### src/rtl/link_tx_arbiter.sv
// link_tx_arbiter: round-robin packet arbiter between the position and event requesters
// feeding one valid/ready byte link, with an idle gap after each packet.
module link_tx_arbiter #(
    parameter logic [7:0] HDR_POS    = 8'hA1,
    parameter logic [7:0] HDR_EVT    = 8'hE1,
    parameter int         GAP_CYCLES = 16
) (
    input  logic        clk,
    input  logic        rst,
    input  logic        pos_req,
    input  logic [11:0] pos_xpos,
    input  logic [11:0] pos_ypos,
    output logic        pos_ack,
    input  logic        evt_req,
    input  logic [7:0]  evt_code,
    output logic        evt_ack,
    output logic [7:0]  tx_data,
    output logic        tx_valid,
    input  logic        tx_ready,
    output logic        busy
);
    localparam logic [1:0] IDLE = 2'd0, SEND = 2'd1, GAP = 2'd2;
    logic [1:0]      state, idx;
    logic [15:0]     gap_cnt;
    logic            last_pos, pkt_pos, pick_pos, last_byte;
    logic [3:0][7:0] pkt;
    always_comb begin
        pick_pos  = pos_req && (!evt_req || !last_pos);
        last_byte = idx == (pkt_pos ? 2'd3 : 2'd1);
        tx_valid  = state == SEND;
        tx_data   = tx_valid ? pkt[idx] : 8'h00;
        busy      = state != IDLE;
    end
    // pkt[0] is the header; bytes leave in index order
    always_ff @(posedge clk) begin
        if (rst) begin
            state    <= IDLE;
            idx      <= 2'd0;
            gap_cnt  <= 16'd0;
            last_pos <= 1'b1;
            pkt_pos  <= 1'b0;
            pkt      <= '0;
            pos_ack  <= 1'b0;
            evt_ack  <= 1'b0;
        end else begin
            pos_ack <= 1'b0;
            evt_ack <= 1'b0;
            case (state)
                IDLE: if (pos_req || evt_req) begin
                    state    <= SEND;
                    idx      <= 2'd0;
                    last_pos <= pick_pos;
                    pkt_pos  <= pick_pos;
                    pos_ack  <= pick_pos;
                    evt_ack  <= !pick_pos;
                    pkt      <= pick_pos
                        ? {pos_ypos[7:0], pos_xpos[7:0], pos_xpos[11:8], pos_ypos[11:8], HDR_POS}
                        : {16'h0000, evt_code, HDR_EVT};
                end
                SEND: if (tx_ready) begin
                    idx <= last_byte ? 2'd0 : idx + 2'd1;
                    if (last_byte) state <= (GAP_CYCLES > 0) ? GAP : IDLE;
                end
                GAP: begin
                    gap_cnt <= (gap_cnt == 16'(GAP_CYCLES - 1)) ? 16'd0 : gap_cnt + 16'd1;
                    if (gap_cnt == 16'(GAP_CYCLES - 1)) state <= IDLE;
                end
                default: state <= IDLE;
            endcase
        end
    end
endmodule

### config.mk
export PLATFORM = sky130hd
export DESIGN_NAME = link_tx_arbiter
export DESIGN_NICKNAME = d
export VERILOG_FILES = /design/src/rtl/link_tx_arbiter.sv
export SDC_FILE = /design/constraint.sdc
export NUM_CORES = 1
export LEC_CHECK = 0
export BUFFER_PORTS_ARGS = -buffer_cell sky130_fd_sc_hd__buf_2
export CORE_MARGIN = 8
export CORE_UTILIZATION = 58
export CTS_CLUSTER_DIAMETER = 30
export DETAILED_ROUTE_END_ITERATION = 16
export GPL_TIMING_DRIVEN = 0
export PLACE_DENSITY = 0.88
export SLEW_MARGIN = 0
export SYNTH_ARGS = -nofsm -noshare
export SYNTH_HDL_FRONTEND = slang
export SYNTH_SLANG_ARGS = --single-unit
export TNS_END_PERCENT = 20
### constraint.sdc
create_clock -name clk -period 4.5 [get_ports clk]
set_clock_uncertainty 0.2 [all_clocks]
set_input_delay 0.45 -clock clk [delete_from_list [all_inputs] [get_ports clk]]
set_output_delay 0.45 -clock clk [all_outputs]
set_load 0.05 [all_outputs]
Word-level counts from Yosys, hierarchy flattened
Cells that the tools add are included.
Word-level totals
  output and inout bits: 12
  register bits: 56
Cells by class
  equality and inequality tests: 8
  reductions and logical operators: 13
  bitwise gates (word level): 2
  mux-type cells: 15
  $lt $le $gt $ge: 1
  add/sub/neg operators: 2
Operators by type and width (count)
  $mux W32: 1
  $add A16 B1 Y16 const B: 1
  $bmux W8 S2: 1
  $eq A16 B4 Y1 const B: 1
  $mux W16: 1
  $mux W2: 8
  $mux W8: 2
  $pmux W2 S3: 1
  $ne A2 B1 Y1 const B: 2
  $ne A2 B2 Y1 const B: 2
  $pmux W2 S2: 1
  $reduce_and A4 Y1: 1
  $reduce_bool A2 Y1: 2
  $logic_not A1 Y1: 3
  $lt A2 B3 Y1 const B: 1
  $reduce_and A3 Y1: 1
  $reduce_or A3 Y1: 1
  $add A2 B1 Y2 const B: 1
  $eq A2 B1 Y1 const B: 1
  $eq A2 B2 Y1: 1
  $eq A2 B2 Y1 const B: 1
  $logic_not A2 Y1: 1
  $logic_or A1 B1 Y1: 2
  $not A1 Y1: 2
  other kinds (2): 2

Depth between registers and ports, before layout
Gate-level depths: netlist (run 1).
  word-level depth: 5
  depth in mapped cells: 7

Worst setup path after synthesis (run 1)
No wires, ideal clock.
  kind: reg-to-output
  start point: reg idx[1]
  end point: out tx_data[1]
  required time: 3850 ps
  cell stages (with the launch flop): 7
  data arrival time: 1677 ps
  path slack: 2173 ps
  path through: dfxtp_1 -> clkbuf_1 -> clkbuf_1 -> nand2_1 -> nor2_1 -> a21oi_1 -> nor2_1
Between the ends
  cells in the longest elaborated chain, start to end: 3
Ends and longest elaborated chain
  start: declaration: RTL line 23  | logic [1:0] state, idx;
  start signal: assignment: RTL line 61  | idx <= last_byte ? 2'd0 : idx + 2'd1;
  $bmux W8 S2: RTL line 31  | tx_data = tx_valid ? pkt[idx] : 8'h00;
  $mux W8 (not written as such): RTL line 31
  $mux W8: RTL line 31
  end: declaration: RTL line 17  | output logic [7:0] tx_data,
No other way between the ends. The select of a mux whose other input is x is not followed.

Worst setup path after layout (run 1)
  start point: reg idx[1]
  end point: out tx_data[6]
The elaborated chain is that of the path after synthesis.

==> reports/metrics.csv, run 1 <==
metric,value,unit
status,"finished, final reports clean",
cts-htree-levels,2,
dpl_worst_slack,2090,ps
fin_ws,1720,ps
syn_avg_cell_area,9.03,sq um
drc,0,
tightest_slew,582,ps
period_minus_slack,2780,ps
critPathKind,reg2out,
grt_pass1_vias,2103,
async_flop_share,0,
start_util,0.591,
antenna_found_initial,0,
numClockSinks,50,
min_from,pos_ypos[7],
hold_buffers,0,
critPathLaunch,idx[1]$_SDFFE_PP0P_,
power.total,905,uW
clockBufferDepth,2,
synth-edff-count,0,
slew_viol_final,0,
reg2reg_from,gap_cnt[0]$_SDFFE_PP0N_,
die-height,79.4,um
hold_viol,0,
diodes,0,
clk_pin_slew,100,ps
firstDrtPassIters,4,
placed_cells,356,
cts_tree,yes,
wl_per_cell,16.7,um
dp_hpwl,4280,um
crit_path_end_kind,primary output,
syn_to_final_growth,17.5,%
rows,23,
cts_inserted_buffers,5,
fin_tns_setup,0,ps
fin_crit_sh,0.618,
clock.fmax,0.359,GHz
cts_resized,0,
hp-class,in2reg,
irDropWorstVdd,0.222,mV
core-area,0.00394,sq mm
rrSetupSlack,2420,ps
clock_latency,310,ps
netlist.area_leader.share,0.430,
port_buffers,48,
die_w,79.4,um
ys_types,45,
worstPathRequired,3850,ps
power_density,331,mW/mm^2
synth-seq-cells,50,
ys.flop_type,dfxtp_1,
stdcell_area,0.00274,sq mm
cp_max_fo,10,
ant_nets,0,
vias,2152,
rsz0062_at_grt,no,
synth_area_leader_cell,dfxtp_1,
setup_viol,0,
ioPinCount,49,
post_cts_buffers,0,
die-area,0.00630,sq mm
yosysWarningCount,0,
synth_nets,296,
start_kind,flip-flop,
dpl_cell_area,0.00263,sq mm
synthCells,258,
slew_headroom,0.612,
drt_iter0_markers,229,
stdcell_count,364,
yosys-top-cells-area,"dfxtp_1, nor2_1, a22oi_1",
cp_data_arrival_time,2130,ps
routed_wl,6060,um
power_leakage,0.00113,uW
grt_pass1_wl,9780,um
cts_root_buf,clkbuf_8,
netlist_area,0.00233,sq mm
grt_max_degree,16,
fin_nets,351,
groute.usage.overall,0.194,
place_congestion,0.833,
drive_above_1_share,0.248,
gr-total-overflow,0,
cap_violations,0,
vias_per_cell,5.91,
yosysSeqAreaShare,0.430,
Yosys cell counts (4+ instances only):
master	instances
a211oi_1	8
a21oi_1	11
a22oi_1	16
and2_1	6
buf_2	7
clkbuf_1	8
dfxtp_1	50
mux2_2	4
mux2i_1	8
mux4_2	4
nand2_1	12
nand3_1	6
nand4_1	9
nor2_1	46
nor2b_1	5
nor3_1	4
xor2_1	7
worst paths after layout:
path                                            endpoint  cells after the start
worst max-delay path                          tx_data[6]                      5
worst min-delay path                pkt[31]$_SDFFE_PP0N_                      3
worst max register to register  gap_cnt[11]$_SDFFE_PP0N_                      6
worst min register to register   gap_cnt[1]$_SDFFE_PP0N_                      2
cell usage in the layout (no fill, tap or decap), types with 2 or more instances in the layout:
| cell type | instances |
|---|---|
| nor4_1 | 3 |
| or3_1 | 3 |
| o21ai_0 | 3 |
| mux2i_1 | 8 |
| a31oi_1 | 3 |
| nand2b_1 | 2 |
| dfxtp_1 | 50 |
| a22oi_1 | 16 |
| xor2_1 | 7 |
| or4b_1 | 2 |
| a211oi_1 | 8 |
| nand2_1 | 12 |
| inv_1 | 3 |
| and3_1 | 3 |
| xnor2_1 | 3 |
| nand4_1 | 9 |
| and2_1 | 6 |
| nor2b_1 | 5 |
| mux2_2 | 4 |
| or2_1 | 2 |
| a21oi_1 | 11 |
| mux4_2 | 4 |
| nor2_1 | 46 |
| buf_6 | 2 |
| nand3_1 | 6 |
| clkbuf_1 | 8 |
| o31ai_1 | 2 |
| buf_2 | 55 |
| nor3_1 | 4 |
| clkbuf_8 | 7 |
flip-flops by register name, summed over array words and instances (netlist names):
register	cells
pkt	26
pos_ack	1
evt_ack	1
pkt_pos	1
last_pos	1
idx	2
state	2
gap_cnt	16
logic make-up (layout without fill, tap and decap cells):
| kind of cell | after synthesis | count (layout) | share of synthesized area |
|---|---|---|---|
| flip-flops | 50 | 50 | 0.430 |
| adder cells (fa/ha/maj) | 1 | 1 | 0.00537 |
| multiplexers | 16 | 16 | 0.0924 |
| AND/OR/NAND/NOR | 112 | 112 | 0.249 |
| XOR/XNOR | 10 | 10 | 0.0376 |
| buffers and inverters | 22 | 78 | 0.0494 |
| AO/OA/AOI/OAI | 47 | 47 | 0.137 |
power by group:
| part | internal (uW) | switching (uW) |
|---|---|---|
| registers | 462 | 11.5 |
| clock network | 141 | 154 |
| logic | 53.3 | 83.9 |
| total | 656 | 249 |
routing by layer:
metal | routed length (um) | vias up | track usage
li1 | - | 1039 | -
met1 | 2580 | 1003 | 0.232
met2 | 2980 | 98 | 0.330
met3 | 401 | 12 | 0.0394
met4 | 110 | 0 | 0.0796
met5 | 0 | - | 0
through the flow:
| stage | hold slack, ps | utilization |
|---|---|---|
| final | 185 | 0.694 |
| after global routing | 190 | 0.694 |
| after CTS | 185 | 0.694 |
| after detailed placement | 277 | 0.668 |
| after global placement | 266 | 0.668 |
| after floorplan | 236 | - |
critical path: stages, from the launching register on:
cell      delay [ps]
dfxtp_1          320
clkbuf_1         300
clkbuf_1         430
mux4_2           380
and2_1           180
buf_2            210
cell type report:
cell class | instances | area, sq um
Multi-Input combinational cell | 186 | 1210
Fill cell | 296 | 1200
Sequential cell | 50 | 1000
Timing Repair Buffer | 48 | 240
Buffer | 19 | 104
Clock buffer | 7 | 96.3
Tap cell | 50 | 62.6
Inverter | 3 | 11.3
Clock inverter | 1 | 8.76
Note: power is estimated with default switching activity, not from simulation.
==> inputs of run 2 (changes only) <==
CORE_UTILIZATION = 54   (was 58)
PLACE_DENSITY = 0.83   (was 0.88)
clock period = 2.85 ns   (was 4.5 ns; I/O delays follow)
==> run 2 against run 1 <==
Effect of this change: die area rose by 5.9%; critical path depth unchanged; final area up 0.41%; routed wire length shrank 6.3%; combinational power is 55% higher; utilization decreased by 5.0 points; total power increased by 62%; non-clock buffer count unchanged; setup slack got worse by 1400 ps; sequential power up 58%; clock power up 73%; critical endpoint is now tx_data[7]; largest cell class unchanged; largest power group unchanged.
==> reports/metrics.csv, run 2 (synthesis gave the netlist of run 1 again) <==
metric,value,unit,change
slew_viol_final,0,,unchanged
grt_pass1_vias,2066,,-1.8%
setup_viol,0,,unchanged
core-area,0.00426,sq mm,+8.2%
largest_reg_flops,26,,unchanged
fin_tns_setup,0,ps,unchanged
crit_chain,clkbuf_1 > clkbuf_1 > mux4_2 > and2_1 > buf_2,,
firstDrtPassIters,4,,unchanged
ant_nets,0,,unchanged
power_leakage,0.00112,uW,-0.36%
fin_crit_sh,0.900,,
vias_per_cell,5.62,,-4.9%
met3_length,407,um,+1.5%
critPathKind,reg2out,,
die-area,0.00667,sq mm,+5.9%
groute.usage.overall,0.182,,-0.0124
dp_hpwl,4170,um,-2.5%
grt_pass1_wl,9460,um,-3.3%
cp_max_fo,10,,unchanged
rrSetupSlack,860,ps,-1560 ps
rows,24,,+4.3%
cts_resized,0,,unchanged
die-height,81.7,um,+2.9%
routed_wl,5680,um,-6.3%
cts_tree,yes,,
port_buffers,48,,unchanged
diodes,0,,unchanged
irDropWorstVdd,0.335,mV,+51%
cts_root_buf,clkbuf_8,,
dpl_worst_slack,665,ps,-1420 ps
period_minus_slack,2560,ps,
grt_max_degree,17,,+1
post_cts_buffers,0,,unchanged
start_kind,flip-flop,,
start_util,0.546,,-0.0446
cap_violations,0,,unchanged
syn_to_final_growth,18.0,%,
fillers,375,,+27%
top_register,pkt,,
holdPathStages,3,,unchanged
status,"finished, final reports clean",,
drive_above_1_share,0.248,,unchanged
final_cell_mix,"buf_2, dfxtp_1, nor2_1, a22oi_1, nand2_1",,
numClockSinks,50,,unchanged
top_layer,met4,,
slew_headroom,0.632,,+0.0200
hold_end,pkt[17]$_SDFFE_PP0N_,,
multi_input_area,0.00121,sq mm,unchanged
vias,2058,,-4.4%
cp_slowest_cell,clkbuf_1,,
reg2reg_from,gap_cnt[0]$_SDFFE_PP0N_,,
crit_path_end_kind,primary output,,
power_density,535,mW/mm^2,+62%
antenna_found_initial,0,,unchanged
clk_pin_slew,100,ps,about the same
stdcell_count,366,,+0.55%
clockBufferDepth,2,,unchanged
worstPathRequired,2370,ps,-1480 ps
cts-htree-levels,2,,unchanged
gr-total-overflow,0,,unchanged
wl_per_cell,15.5,um,-6.8%
ioPinCount,49,,unchanged
clock.fmax,0.390,GHz,
fin_nets,351,,unchanged
die_w,81.7,um,+2.9%
hp-class,in2reg,,
layout_commonest_cell,buf_2,,
drt_iter0_markers,127,,-45%
clock_latency,310,ps,about the same
drc,0,,unchanged
reg2regPathDepth,6,,unchanged
tightest_slew,552,ps,-30.0 ps
hold_viol,0,,unchanged
max_stage_delay,420,ps,about the same
wl_met1,2550,um,-1.2%
place_congestion,0.866,,+4.0%
regArea,0.00100,sq mm,unchanged
hold_buffers,0,,unchanged
min_from,pos_xpos[1],,
route.met2.wl,2660,um,-11%
cts_inserted_buffers,5,,unchanged
placed_cells,358,,+0.56%
cp_data_arrival_time,2080,ps,-50 ps
crit_path_frequent_cell,clkbuf_1,,
rsz0062_at_grt,no,,
fin_ws,285,ps,-1430 ps
reg.largest.list,"pkt x26, gap_cnt x16",,
r2r_end,gap_cnt[11]$_SDFFE_PP0N_,,
==> run 2: cell count changes in the layout (fill, tap and decap cells not counted) <==
| cell | change |
|---|---|
| clkbuf_8 | -2 |
| clkinvlp_4 | +2 |
| clkinv_4 | -1 |
| bufinv_16 | +1 |
==> run 2: area by class of cell <==
| type | instances | area share |
|---|---|---|
| clock inverters | 3 | 0.0164 |
| flip-flops and latches | 50 | 0.364 |
| multi-input cells | 186 | 0.442 |
| clock buffers | 5 | 0.0250 |
| well taps | 52 | 0.0237 |
| repair buffers | 48 | 0.0874 |
| inverters | 3 | 0.00410 |
| plain buffers | 19 | 0.0378 |
==> run 2: worst max-delay path by stage <==
stage,from,endpoint,cells after the start
6_report,idx[1]$_SDFFE_PP0P_,tx_data[7],5
5_1_grt,idx[1]$_SDFFE_PP0P_,tx_data[3],7
4_1_cts,idx[1]$_SDFFE_PP0P_,tx_data[7],5
3_5_place_dp,idx[1]$_SDFFE_PP0P_,tx_data[7],5
3_3_place_gp,idx[1]$_SDFFE_PP0P_,tx_data[5],5
2_1_floorplan,idx[1]$_SDFFE_PP0P_,tx_data[1],6
==> run 2: critical path: cells and delay by family (launching register included) <==
kind | cells | cell delay, ps
buffers and inverters | 3 | 900
muxes | 1 | 370
DFF | 1 | 320
and+or+nand+nor | 1 | 180
==> run 2: where the power goes <==
group,switching (uW),internal (uW)
clock network,249,261
registers,18.1,729
logic,128,84.0
total,395,1070
==> run 2: per-layer routing <==
metal  vias up  track usage
met3         8       0.0525
met1       950        0.234
met5         -            0
met2        63        0.282
li1       1037            -
met4         0       0.0702
==> run 2: per-stage QoR <==
stage / area [sq um] / utilization / total power, uW / hold slack (ps)
6_report: 2750 / 0.645 / 1470 / 20.4
4_1_cts: 2750 / 0.645 / 1480 / 10.9
3_3_place_gp: 2640 / 0.618 / 968 / 260
2_1_floorplan: 2330 / - / 904 / 236
3_5_place_dp: 2640 / 0.618 / 974 / 271
5_1_grt: 2750 / 0.645 / 1530 / 26.1
